--- src/rtl/dram_frame_sequencer_if.sv ---
// Bundle of the parallel I/O vectors and the 1-bit RAM port seen by dram_frame_sequencer.
// The slave modport is the sequencer side; master is the board/RAM environment side.
interface dram_frame_sequencer_if #(
    parameter int IO_WIDTH   = 16,
    parameter int ADDR_WIDTH = 5
);
    logic [IO_WIDTH-1:0]   in;
    logic                  swap_req;
    logic [IO_WIDTH-1:0]   out;
    logic [ADDR_WIDTH-1:0] ram_addr;
    logic                  ram_bank;
    logic                  ram_we;
    logic                  ram_din;
    logic                  ram_dout;
    logic                  frame_done;
    logic                  disp_bank;

    modport master (
        output in, swap_req, ram_dout,
        input  out, ram_addr, ram_bank, ram_we, ram_din, frame_done, disp_bank
    );

    modport slave (
        input  in, swap_req, ram_dout,
        output out, ram_addr, ram_bank, ram_we, ram_din, frame_done, disp_bank
    );
endinterface

--- src/rtl/dram_frame_sequencer.sv ---
// Double-buffers a parallel vector through a 1-bit single-port RAM: serial write of the
// hidden bank, serial readback of the displayed bank, optional bank swap once per frame.
//
// state     | meaning
// CAPTURE   | latch input vector into shadow
// WRITE     | shadow bits -> hidden bank, one per cycle
// READ      | displayed bank bits -> accumulator, one per cycle
// COMMIT    | publish accumulator, apply pending swap
module dram_frame_sequencer #(
    parameter int IO_WIDTH   = 16,
    parameter int ADDR_WIDTH = 5
) (
    input  logic                  clk,
    input  logic                  rst_n,
    dram_frame_sequencer_if.slave bus
);

    generate
        if (IO_WIDTH > (2 ** ADDR_WIDTH)) begin : g_bad_width
            $error("IO_WIDTH does not fit in 2**ADDR_WIDTH bank addresses");
        end
    endgenerate

    typedef enum logic [1:0] {
        S_CAPTURE = 2'd0,
        S_WRITE   = 2'd1,
        S_READ    = 2'd2,
        S_COMMIT  = 2'd3
    } state_t;

    state_t                r_state;
    state_t                w_next;
    logic [ADDR_WIDTH-1:0] r_cnt;
    logic [IO_WIDTH-1:0]   r_shadow;
    logic [IO_WIDTH-1:0]   r_acc;
    logic [IO_WIDTH-1:0]   r_out;
    logic                  r_disp;
    logic                  r_swap_pend;
    logic                  w_last;
    logic [IO_WIDTH-1:0]   w_mask;

    assign w_last = (r_cnt == ADDR_WIDTH'(IO_WIDTH - 1));
    // One-hot select of the current bit; avoids an index wider than the vector.
    assign w_mask = IO_WIDTH'(1) << r_cnt;

    always_ff @(posedge clk or negedge rst_n) begin
        if (!rst_n) begin
            r_state <= S_CAPTURE;
        end else begin
            r_state <= w_next;
        end
    end

    always_comb begin
        w_next         = r_state;
        bus.ram_we     = 1'b0;
        bus.ram_addr   = '0;
        bus.ram_bank   = r_disp;
        bus.ram_din    = 1'b0;
        bus.frame_done = 1'b0;
        case (r_state)
            S_CAPTURE: begin
                w_next = S_WRITE;
            end
            S_WRITE: begin
                bus.ram_we   = 1'b1;
                bus.ram_addr = r_cnt;
                bus.ram_bank = ~r_disp;
                bus.ram_din  = |(r_shadow & w_mask);
                if (w_last) w_next = S_READ;
            end
            S_READ: begin
                bus.ram_addr = r_cnt;
                if (w_last) w_next = S_COMMIT;
            end
            S_COMMIT: begin
                bus.frame_done = 1'b1;
                w_next         = S_CAPTURE;
            end
            default: w_next = S_CAPTURE;
        endcase
    end

    always_ff @(posedge clk or negedge rst_n) begin
        if (!rst_n) begin
            r_cnt       <= '0;
            r_shadow    <= '0;
            r_acc       <= '0;
            r_out       <= '0;
            r_disp      <= 1'b0;
            r_swap_pend <= 1'b0;
        end else begin
            if ((r_state == S_WRITE) || (r_state == S_READ)) begin
                r_cnt <= w_last ? '0 : r_cnt + 1'b1;
            end else begin
                r_cnt <= '0;
            end

            if (r_state == S_CAPTURE) r_shadow <= bus.in;

            if (r_state == S_READ) begin
                r_acc <= bus.ram_dout ? (r_acc | w_mask) : (r_acc & ~w_mask);
            end

            // A request arriving in COMMIT is held for the next frame, not merged into this swap.
            if (r_state == S_COMMIT) begin
                r_out       <= r_acc;
                r_disp      <= r_disp ^ r_swap_pend;
                r_swap_pend <= bus.swap_req;
            end else begin
                r_swap_pend <= r_swap_pend | bus.swap_req;
            end
        end
    end

    assign bus.out       = r_out;
    assign bus.disp_bank = r_disp;

endmodule

--- src/flat_wrapper.sv ---
// flat-port wrapper written by rule: the top's interface ports become plain ports
module dram_frame_sequencer_flat 
#(
    parameter int IO_WIDTH   = 16,
    parameter int ADDR_WIDTH = 5
)
  (clk, rst_n, bus_in, bus_swap_req, bus_ram_dout, bus_out, bus_ram_addr, bus_ram_bank, bus_ram_we, bus_ram_din, bus_frame_done, bus_disp_bank);
  dram_frame_sequencer_if #(.IO_WIDTH(IO_WIDTH), .ADDR_WIDTH(ADDR_WIDTH)) bus_i ();
  input  logic clk;
  input  logic rst_n;
  input wire logic [$bits(bus_i.in)-1:0] bus_in;
  input wire logic [$bits(bus_i.swap_req)-1:0] bus_swap_req;
  input wire logic [$bits(bus_i.ram_dout)-1:0] bus_ram_dout;
  output wire logic [$bits(bus_i.out)-1:0] bus_out;
  output wire logic [$bits(bus_i.ram_addr)-1:0] bus_ram_addr;
  output wire logic [$bits(bus_i.ram_bank)-1:0] bus_ram_bank;
  output wire logic [$bits(bus_i.ram_we)-1:0] bus_ram_we;
  output wire logic [$bits(bus_i.ram_din)-1:0] bus_ram_din;
  output wire logic [$bits(bus_i.frame_done)-1:0] bus_frame_done;
  output wire logic [$bits(bus_i.disp_bank)-1:0] bus_disp_bank;
  assign bus_i.in = bus_in;
  assign bus_i.swap_req = bus_swap_req;
  assign bus_i.ram_dout = bus_ram_dout;
  assign bus_out = bus_i.out;
  assign bus_ram_addr = bus_i.ram_addr;
  assign bus_ram_bank = bus_i.ram_bank;
  assign bus_ram_we = bus_i.ram_we;
  assign bus_ram_din = bus_i.ram_din;
  assign bus_frame_done = bus_i.frame_done;
  assign bus_disp_bank = bus_i.disp_bank;
  dram_frame_sequencer #(.IO_WIDTH(IO_WIDTH), .ADDR_WIDTH(ADDR_WIDTH)) u_core (.clk(clk), .rst_n(rst_n), .bus(bus_i));
endmodule
--- config.mk ---
export PLATFORM = sky130hd
export DESIGN_NAME = dram_frame_sequencer_flat
export DESIGN_NICKNAME = d
export VERILOG_FILES = /design/src/rtl/dram_frame_sequencer_if.sv /design/src/rtl/dram_frame_sequencer.sv /design/src/flat_wrapper.sv
export SDC_FILE = /design/constraint.sdc
export NUM_CORES = 1
export LEC_CHECK = 0
export ABC_CLOCK_PERIOD_IN_PS = 3000
export BUFFER_PORTS_ARGS = -buffer_cell sky130_fd_sc_hd__buf_2
export CAP_MARGIN = 40
export CELL_PAD_IN_SITES_DETAIL_PLACEMENT = 1
export CELL_PAD_IN_SITES_GLOBAL_PLACEMENT = 2
export CORE_ASPECT_RATIO = 0.9
export CORE_UTILIZATION = 40
export CTS_CLUSTER_SIZE = 8
export DETAILED_ROUTE_END_ITERATION = 6
export PLACE_DENSITY_LB_ADDON = 0.2
export SYNTH_ARGS = -nofsm -noshare
export SYNTH_HDL_FRONTEND = slang
export SYNTH_SLANG_ARGS = --single-unit
--- constraint.sdc ---
create_clock -name clk -period 3 [get_ports clk]
set_clock_uncertainty 0.1 [all_clocks]
set_input_delay 0.75 -clock clk [delete_from_list [all_inputs] [get_ports clk]]
set_output_delay 0.75 -clock clk [all_outputs]
set_load 0.01 [all_outputs]
* After elaboration in Yosys (flattened, before gate mapping) *
Cells that the tools add are included.

word-level totals
  register bits = 57
  input bits = 20
  output and inout port bits = 26

cells by class
  add/subtract/negate cells = 1
  equality and inequality tests = 6
  shift operators = 1
  muxes and demuxes = 12
  bitwise operators = 7
  reductions and logical operators = 5

operators with widths
  kind                                                                 number
  16-bit bitwise AND                                                   2
  16-bit two-way mux                                                   1
  16-bit inverter                                                      1
  16-bit bitwise OR                                                    1
  16-bit OR reduction                                                  1
  1-bit by 5-bit << shifter with 16-bit output (first input constant)  1
  5-bit two-way mux                                                    3
  2-bit case mux with 4 select lines                                   1
  5-bit by 1-bit adder with 5-bit output (second input constant)       1
  5-bit by 4-bit == test with 1-bit output (second input constant)     1
  1-bit two-way mux                                                    5
  2-bit == test (second input constant)                                2
  2-bit two-way mux                                                    2
  2-bit by 1-bit != test with 1-bit output (second input constant)     2
  2-bit by 1-bit == test with 1-bit output (second input constant)     1
  2-bit zero test                                                      1
  2-bit AND reduction                                                  1
  2-bit OR reduction                                                   1
  1-bit logical OR                                                     1
  1-bit inverter                                                       1
  1-bit bitwise OR                                                     1
  1-bit bitwise XOR                                                    1

* Depth between registers and ports, before layout *
Gate-level depths: netlist (run 1).

  depth in word-level cells = 4
  gate-level depth with buffers = 6

* Least setup slack after synthesis (run 1) *
Ideal clock, no wire load.

  kind = flip-flop to output port
  from = register u_core.r_cnt[1]
  to = output bus_ram_din
  data arrival time = 1,430 ps
  data required time = 2,150 ps
  path slack = 720 ps
  stages on the path, launching flop included = 7
  path buffers = 0
  path through = dfrtp_1 > inv_1 > ha_1 > a22oi_1 > mux2i_1 > a22oi_1 > a311oi_1

on the way
  word-level cells in the longest chain between the ends = 4

ends and longest elaborated chain
  what                                          RTL line                    RTL
  from (decl)                                   dram_frame_sequencer.sv:33  logic [ADDR_WIDTH-1:0] r_cnt;
  from (signal assigned)                        dram_frame_sequencer.sv:94  r_cnt <= w_last ? '0 : r_cnt + 1'b1;
  1-bit by 5-bit << shifter with 16-bit output  dram_frame_sequencer.sv:44  assign w_mask = IO_WIDTH'(1) << r_cnt;
  16-bit bitwise AND                            dram_frame_sequencer.sv:69  bus.ram_din = |(r_shadow & w_mask);
  16-bit OR reduction                           dram_frame_sequencer.sv:69
  1-bit two-way mux                             dram_frame_sequencer.sv:61  case (r_state)
  to (decl)                                     flat_wrapper.sv:18          output wire logic [$bits(bus_i.ram_din)-1:0] bus_ram_din;

No other way between the ends.

* Worst setup path after layout (run 1) *
  from = register u_core.r_cnt[0]
  to = output bus_ram_din

The elaborated chain is that of the path after synthesis.

==> results of run 1 <==
## final timing paths
path	endpoint	cells past startpoint	start
max	bus_ram_din	7	u_core.r_cnt[0]
min	u_core.bus.out[4]	1	rst_n
max reg2reg	u_core.r_state[1]	4	u_core.r_cnt[3]
min reg2reg	u_core.bus.out[1]	1	u_core.bus.out[1]
max in group asynchronous	u_core.bus.out[11]	2	rst_n
min in group clk	u_core.bus.out[1]	1	u_core.bus.out[1]
## Yosys cell counts (2+ instances only)
library cell  number
buf_2              5
nand3_1            6
mux2_2            50
mux2i_1            3
and2_1             4
and3_1             5
a22oi_1            2
nor2_1             5
nand2_1           18
xor2_1             2
clkbuf_1           2
inv_1              8
ha_1              11
dfrtp_1           57
## per-layer routing
metal | share of wire [%] | wire length (µm)
met5 | 0 | 0
met4 | 2.7 | 129
met3 | 4.8 | 232
met2 | 44 | 2140
met1 | 48 | 2310
## worst max-delay path, stage by stage (launching register included)
cell and delay, ns:
dfrtp_1 0.45, inv_1 0.11, ha_2 0.26, a22oi_1 0.09, mux2i_1 0.14, a22oi_1 0.11, a311oi_1 0.31, buf_2 0.18
## layout make-up
cell class                      instances  share of cell area, %
Sequential cell                        57                   45.7
Multi-Input combinational cell        119                   34.2
Timing Repair Buffer                   48                   7.94
Clock buffer                           12                   5.29
Tap cell                               87                   3.49
Clock inverter                          4                   2.37
Inverter                                8                  0.962
## report_power, final
part | switching [mW] | total [mW] | internal [mW]
combinational | 0.0389 | 0.0845 | 0.0456
sequential | 0.0159 | 0.818 | 0.802
clock | 0.305 | 0.840 | 0.535
## stage by stage
| step | utilization [%] | hold slack (ns) |
|---|---|---|
| 3_5_place_dp | 46.8 | 0.390 |
| 2_1_floorplan | - | 0.349 |
| 3_3_place_gp | 46.8 | 0.364 |
| 5_1_grt | 50.8 | 0.421 |
| 6_report | 50.8 | 0.382 |
| 4_1_cts | 50.7 | 0.400 |
## what timing repair did
action / in CTS / in global routing
endpoints found under the setup margin: 0 / 1
endpoints found under the hold margin: 0 / 0
resized for setup: 0 / 2
## kinds of logic after synthesis
kind of cell	count (synthesis)	synth area share [%]
adder cells (fa/ha/maj)	11	5.37
multiplexers	55	24.6
flip-flops	57	55.6
buffers and inverters	16	2.88
AO/OA/AOI/OAI	9	2.54
AND/OR/NAND/NOR	41	7.95
XOR/XNOR	3	1.03
==> summary.txt, run 1 <==
status - finished clean
Routed WL per cell - 14.4 µm
Final GP Congestion - 0.753
setup TNS - 0 ns
Die Wd - 86.4 µm
largest area contributor in the netlist - dfrtp_1
Critical Path AT - 1.99 ns
EDFF count, synth - 0
syn_area_per_cell - 13.4 µm²
sequential share of the synthesized area - 55.6%
# clock sinks - 57
# diodes - 0
CTS Hold Bufs - 0
Syn Inst Count - 192
syn_nets - 223
Max-Cap Viols - 0
pre-CTS setup slack - 0.434 ns
largest net degree at the start of global routing - 37
starting density of the core - 41.7%
Post-CTS Setup Inserts - 0
Synth Cell Area - 2560 µm²
endpoints failing setup - 0
Synth cell types - 28
crit end category - primary output
Hold Crit Class - in -> async
total CTS buffers - 9
Max-slew headroom - 47.8%
Storage cell area - 1430 µm²
Primary FF master, synth - dfrtp_1
Peak VDD IR - 0.292 mV
GR Layer Usage met3 - 5.74%
critical path peak fanout - 6
RSZ-0062 raised after global routing - false
worst path required time - 2.15 ns
Max Transition Viols Final - 0
Final Instance Area - 3120 µm²
fin crit period - 2.84 ns
R2R setup slack - 1.09 ns
vias in the first global route - 1738
number of nets with antenna violations after routing - 0
Setup Crit Path Kind - reg -> out
commonest non-fill, non-tap cell in the layout - dfrtp_1
fill count - 659
initial drt markers - 49
total grt overflow - 0
Worst Setup Slack, final - 0.159 ns
global-route wire length before repair - 8430 µm
die height - 78.0 µm
yosys warns - 0
Post-DP Area - 2880 µm²
Clock Path Buffers - 2
power density over cell area - 558 nW/µm²
share of cells above drive strength 1 - 48.4%
most frequent cells in the layout - dfrtp_1, mux2_2, buf_2
initial antenna violation count - 0
P_leak - 1.44 nW
drt via density - 4.81
drt pass-1 iters - 4
row cnt - 27
Vias - 1610
Core Region - 6150 µm²
nets - 274
part of the cycle the worst path needs - 94.7%
GRT Max-Usage Layer - met2
GR Layer Usage met2 - 25.1%
placed cell count - 319
Clock Tree Root - clkbuf_8
met1 GRT Util - 22.2%
# H-tree levels - 3
drt drc - 0
ranking of synthesized cells by area - dfrtp_1, mux2_2, ha_1
FFs w/ async S/R, synth - 100%
worst-skew pair later-pin latency - 0.35 ns
nature of the critical path startpoint - register
Clock transition at path regs - 0.06 ns
synth-to-layout area growth - 21.7%
Synth top area share - 55.6%
dpl hpwl - 3460 µm
area of the multi-input gates - 1070 µm²
actual slew at the worst max-slew pin - 0.783 ns
FMAX - 0.352 GHz
CTS tree - yes
I/O pins - 46
Non-Filler Instances - 335
PnR Total Power - 1.74 mW
FF+latch count, synth - 57
GRT Resource Usage Total - 17.1%
buffers added on ports - 45
final wirelength - 4820 µm
Hold Vio Cnt, Final - 0
die area - 6730 µm²
(Power assumes the default switching activity.)
==> run 2, diff against run 1 <==
--- a/config.mk
+++ b/config.mk
@@ -15,6 +15,7 @@
 export CTS_CLUSTER_SIZE = 8
 export DETAILED_ROUTE_END_ITERATION = 6
 export PLACE_DENSITY_LB_ADDON = 0.2
+export SKIP_LAST_GASP = 1
 export SYNTH_ARGS = -nofsm -noshare
 export SYNTH_HDL_FRONTEND = slang
 export SYNTH_SLANG_ARGS = --single-unit
==> constraint.sdc (replaced) <==
create_clock -name clk -period 3 [get_ports clk]
set_clock_uncertainty 0.1 [all_clocks]
set_input_delay 0.3 -clock clk [delete_from_list [all_inputs] [get_ports clk]]
set_output_delay 0.3 -clock clk [all_outputs]
set_load 0.01 [all_outputs]
==> summary.txt, run 2 (synthesis gave the netlist of run 1 again) <==
buffers added on ports - 45 (unchanged)
critical path peak fanout - 7 (+1)
most frequent cells in the layout - dfrtp_1, mux2_2, buf_2
nature of the critical path startpoint - register
dpl hpwl - 3560 µm (+3.0%)
# clock sinks - 57 (unchanged)
Crit-path slowest cell - dfrtp_1
drt pass-1 iters - 4 (unchanged)
actual slew at the worst max-slew pin - 0.870 ns (+0.0867 ns)
CP most frequent cell - a22oi_1
P_leak - 1.42 nW (-1.2%)
row cnt - 27 (unchanged)
power density over cell area - 523 nW/µm² (-6.3%)
Die Wd - 86.4 µm (unchanged)
delay of the slowest cell on the worst path - 0.42 ns (-0.03 ns)
drt drc - 0 (unchanged)
starting density of the core - 41.7% (unchanged)
FMAX - 0.407 GHz (+16%)
global-route wire length before repair - 8670 µm (+2.8%)
setup TNS - 0 ns (unchanged)
WHS Path Cells - 2
r2r endpoint - u_core.r_state[1]
R2R setup slack - 1.07 ns (-0.02 ns)
# diodes - 0 (unchanged)
Max-Cap Viols - 0 (unchanged)
Post-CTS Setup Inserts - 0 (unchanged)
worst path cell trace - inv_1 > ha_1 > a22oi_1 > mux2i_1 > a22oi_1 > a311oi_1 > buf_2
commonest non-fill, non-tap cell in the layout - dfrtp_1
worst path required time - 2.60 ns (+0.45 ns)
Non-Filler Instances - 334 (-0.30%)
final wirelength - 4940 µm (+2.5%)
placed cell count - 318 (-0.31%)
Setup Crit Path Kind - reg -> out
I/O pins - 46 (unchanged)
part of the cycle the worst path needs - 81.8% (-13 points)
endpoints failing setup - 0 (unchanged)
Critical Path AT - 2.05 ns (+0.06 ns)
Core Region - 6150 µm² (unchanged)
die height - 78.0 µm (unchanged)
initial antenna violation count - 0 (unchanged)
Vias - 1606 (-0.25%)
Max Transition Viols Final - 0 (unchanged)
fill count - 663 (+0.61%)
reg-to-reg startpoint - u_core.r_cnt[3]
Hold Vio Cnt, Final - 0 (unchanged)
number of nets with antenna violations after routing - 0 (unchanged)
status - finished clean
nets - 274 (unchanged)
synth-to-layout area growth - 19.9%
die area - 6730 µm² (unchanged)
RSZ-0062 raised after global routing - false
PnR Total Power - 1.61 mW (-7.7%)
fin crit period - 2.45 ns (-0.386 ns)
worst hold start - bus_swap_req
Hold Crit Class - in -> reg
total grt overflow - 0 (unchanged)
share of cells above drive strength 1 - 46.6% (-1.8 points)
crit end category - primary output
initial drt markers - 66 (+35%)
# H-tree levels - 3 (unchanged)
worst-skew pair later-pin latency - 0.33 ns (-0.02 ns)
Max-slew headroom - 42.0% (-5.8 points)
GRT Resource Usage Total - 17.3% (+0.23 points)
post-layout util - 50.0% (-0.75 points)
Clock Path Buffers - 2 (unchanged)
Final GP Congestion - 0.747 (-0.80%)
Endpoint, Worst Hold - u_core.r_swap_pend
CTS tree - yes
Clock Tree Root - clkbuf_8
Peak VDD IR - 0.216 mV (-26%)
total CTS buffers - 9 (unchanged)
drt via density - 4.81 (about the same)
vias in the first global route - 1755 (+0.98%)
Routed WL per cell - 14.8 µm (+2.8%)
Clock transition at path regs - 0.06 ns (about the same)
R2R depth - 4 (unchanged)
largest net degree at the start of global routing - 21 (-43%)
[run 2: what timing repair did]
| action | 4_1_cts | 5_1_grt |
|---|---|---|
| hold endpoints to repair | 18 | 0 |
| hold buffers | 1 | 0 |
| endpoints found under the setup margin | 0 | 0 |
| resized for setup | 0 | 0 |
[run 2: worst max-delay path, delay by kind of cell (launching register included)]
family,cells,cell delay [ns]
compound gates,3,0.57
fa+ha+maj,1,0.29
buf+inv,2,0.29
flops,1,0.42
mux,1,0.15
[run 2: per-stage QoR]
| step | area (µm²) | setup slack, ns | hold slack, ns |
|---|---|---|---|
| after floorplan | 2560 | 1.17 | -0.0956 |
| after global placement | 2870 | 0.929 | 0.168 |
| after detailed placement | 2870 | 0.850 | 0.162 |
| after CTS | 3070 | 0.484 | 0.0525 |
| after global routing | 3070 | 0.354 | 0.0719 |
| final | 3070 | 0.545 | 0.0639 |
[run 2: how the worst max path moves through the flow]
stage | startpoint | endpoint | slack (ns) | cells past startpoint
4_1_cts | u_core.r_cnt[1] | bus_ram_din | 0.48 | 7
5_1_grt | u_core.r_cnt[0] | bus_ram_din | 0.35 | 7
3_5_place_dp | u_core.r_cnt[1] | bus_ram_din | 0.85 | 7
2_1_floorplan | u_core.r_cnt[1] | bus_ram_din | 1.17 | 6
6_report | u_core.r_cnt[1] | bus_ram_din | 0.55 | 7
3_3_place_gp | u_core.r_cnt[0] | bus_ram_din | 0.93 | 7
[run 2: final cells by class]
type | instances | area, µm² | share of cell area, %
Clock inverter | 3 | 40.0 | 1.30
Timing Repair Buffer | 48 | 250 | 8.14
Clock buffer | 12 | 155 | 5.05
Sequential cell | 57 | 1430 | 46.4
Multi-Input combinational cell | 119 | 1060 | 34.6
Tap cell | 87 | 109 | 3.54
Inverter | 8 | 30.0 | 0.977
[run 2: power breakdown]
group	total, mW	internal [mW]	switching, mW
clock network	0.705	0.421	0.283
logic	0.0866	0.0465	0.0401
registers	0.817	0.802	0.0154
[run 2: routing by layer]
metal	global-route usage [%]	wire [µm]	vias to the layer above
met5	0	0	-
met4	7.33	66	0
met3	5.85	217	10
met2	26.3	2330	35
met1	22.6	2320	798
li1	-	-	763
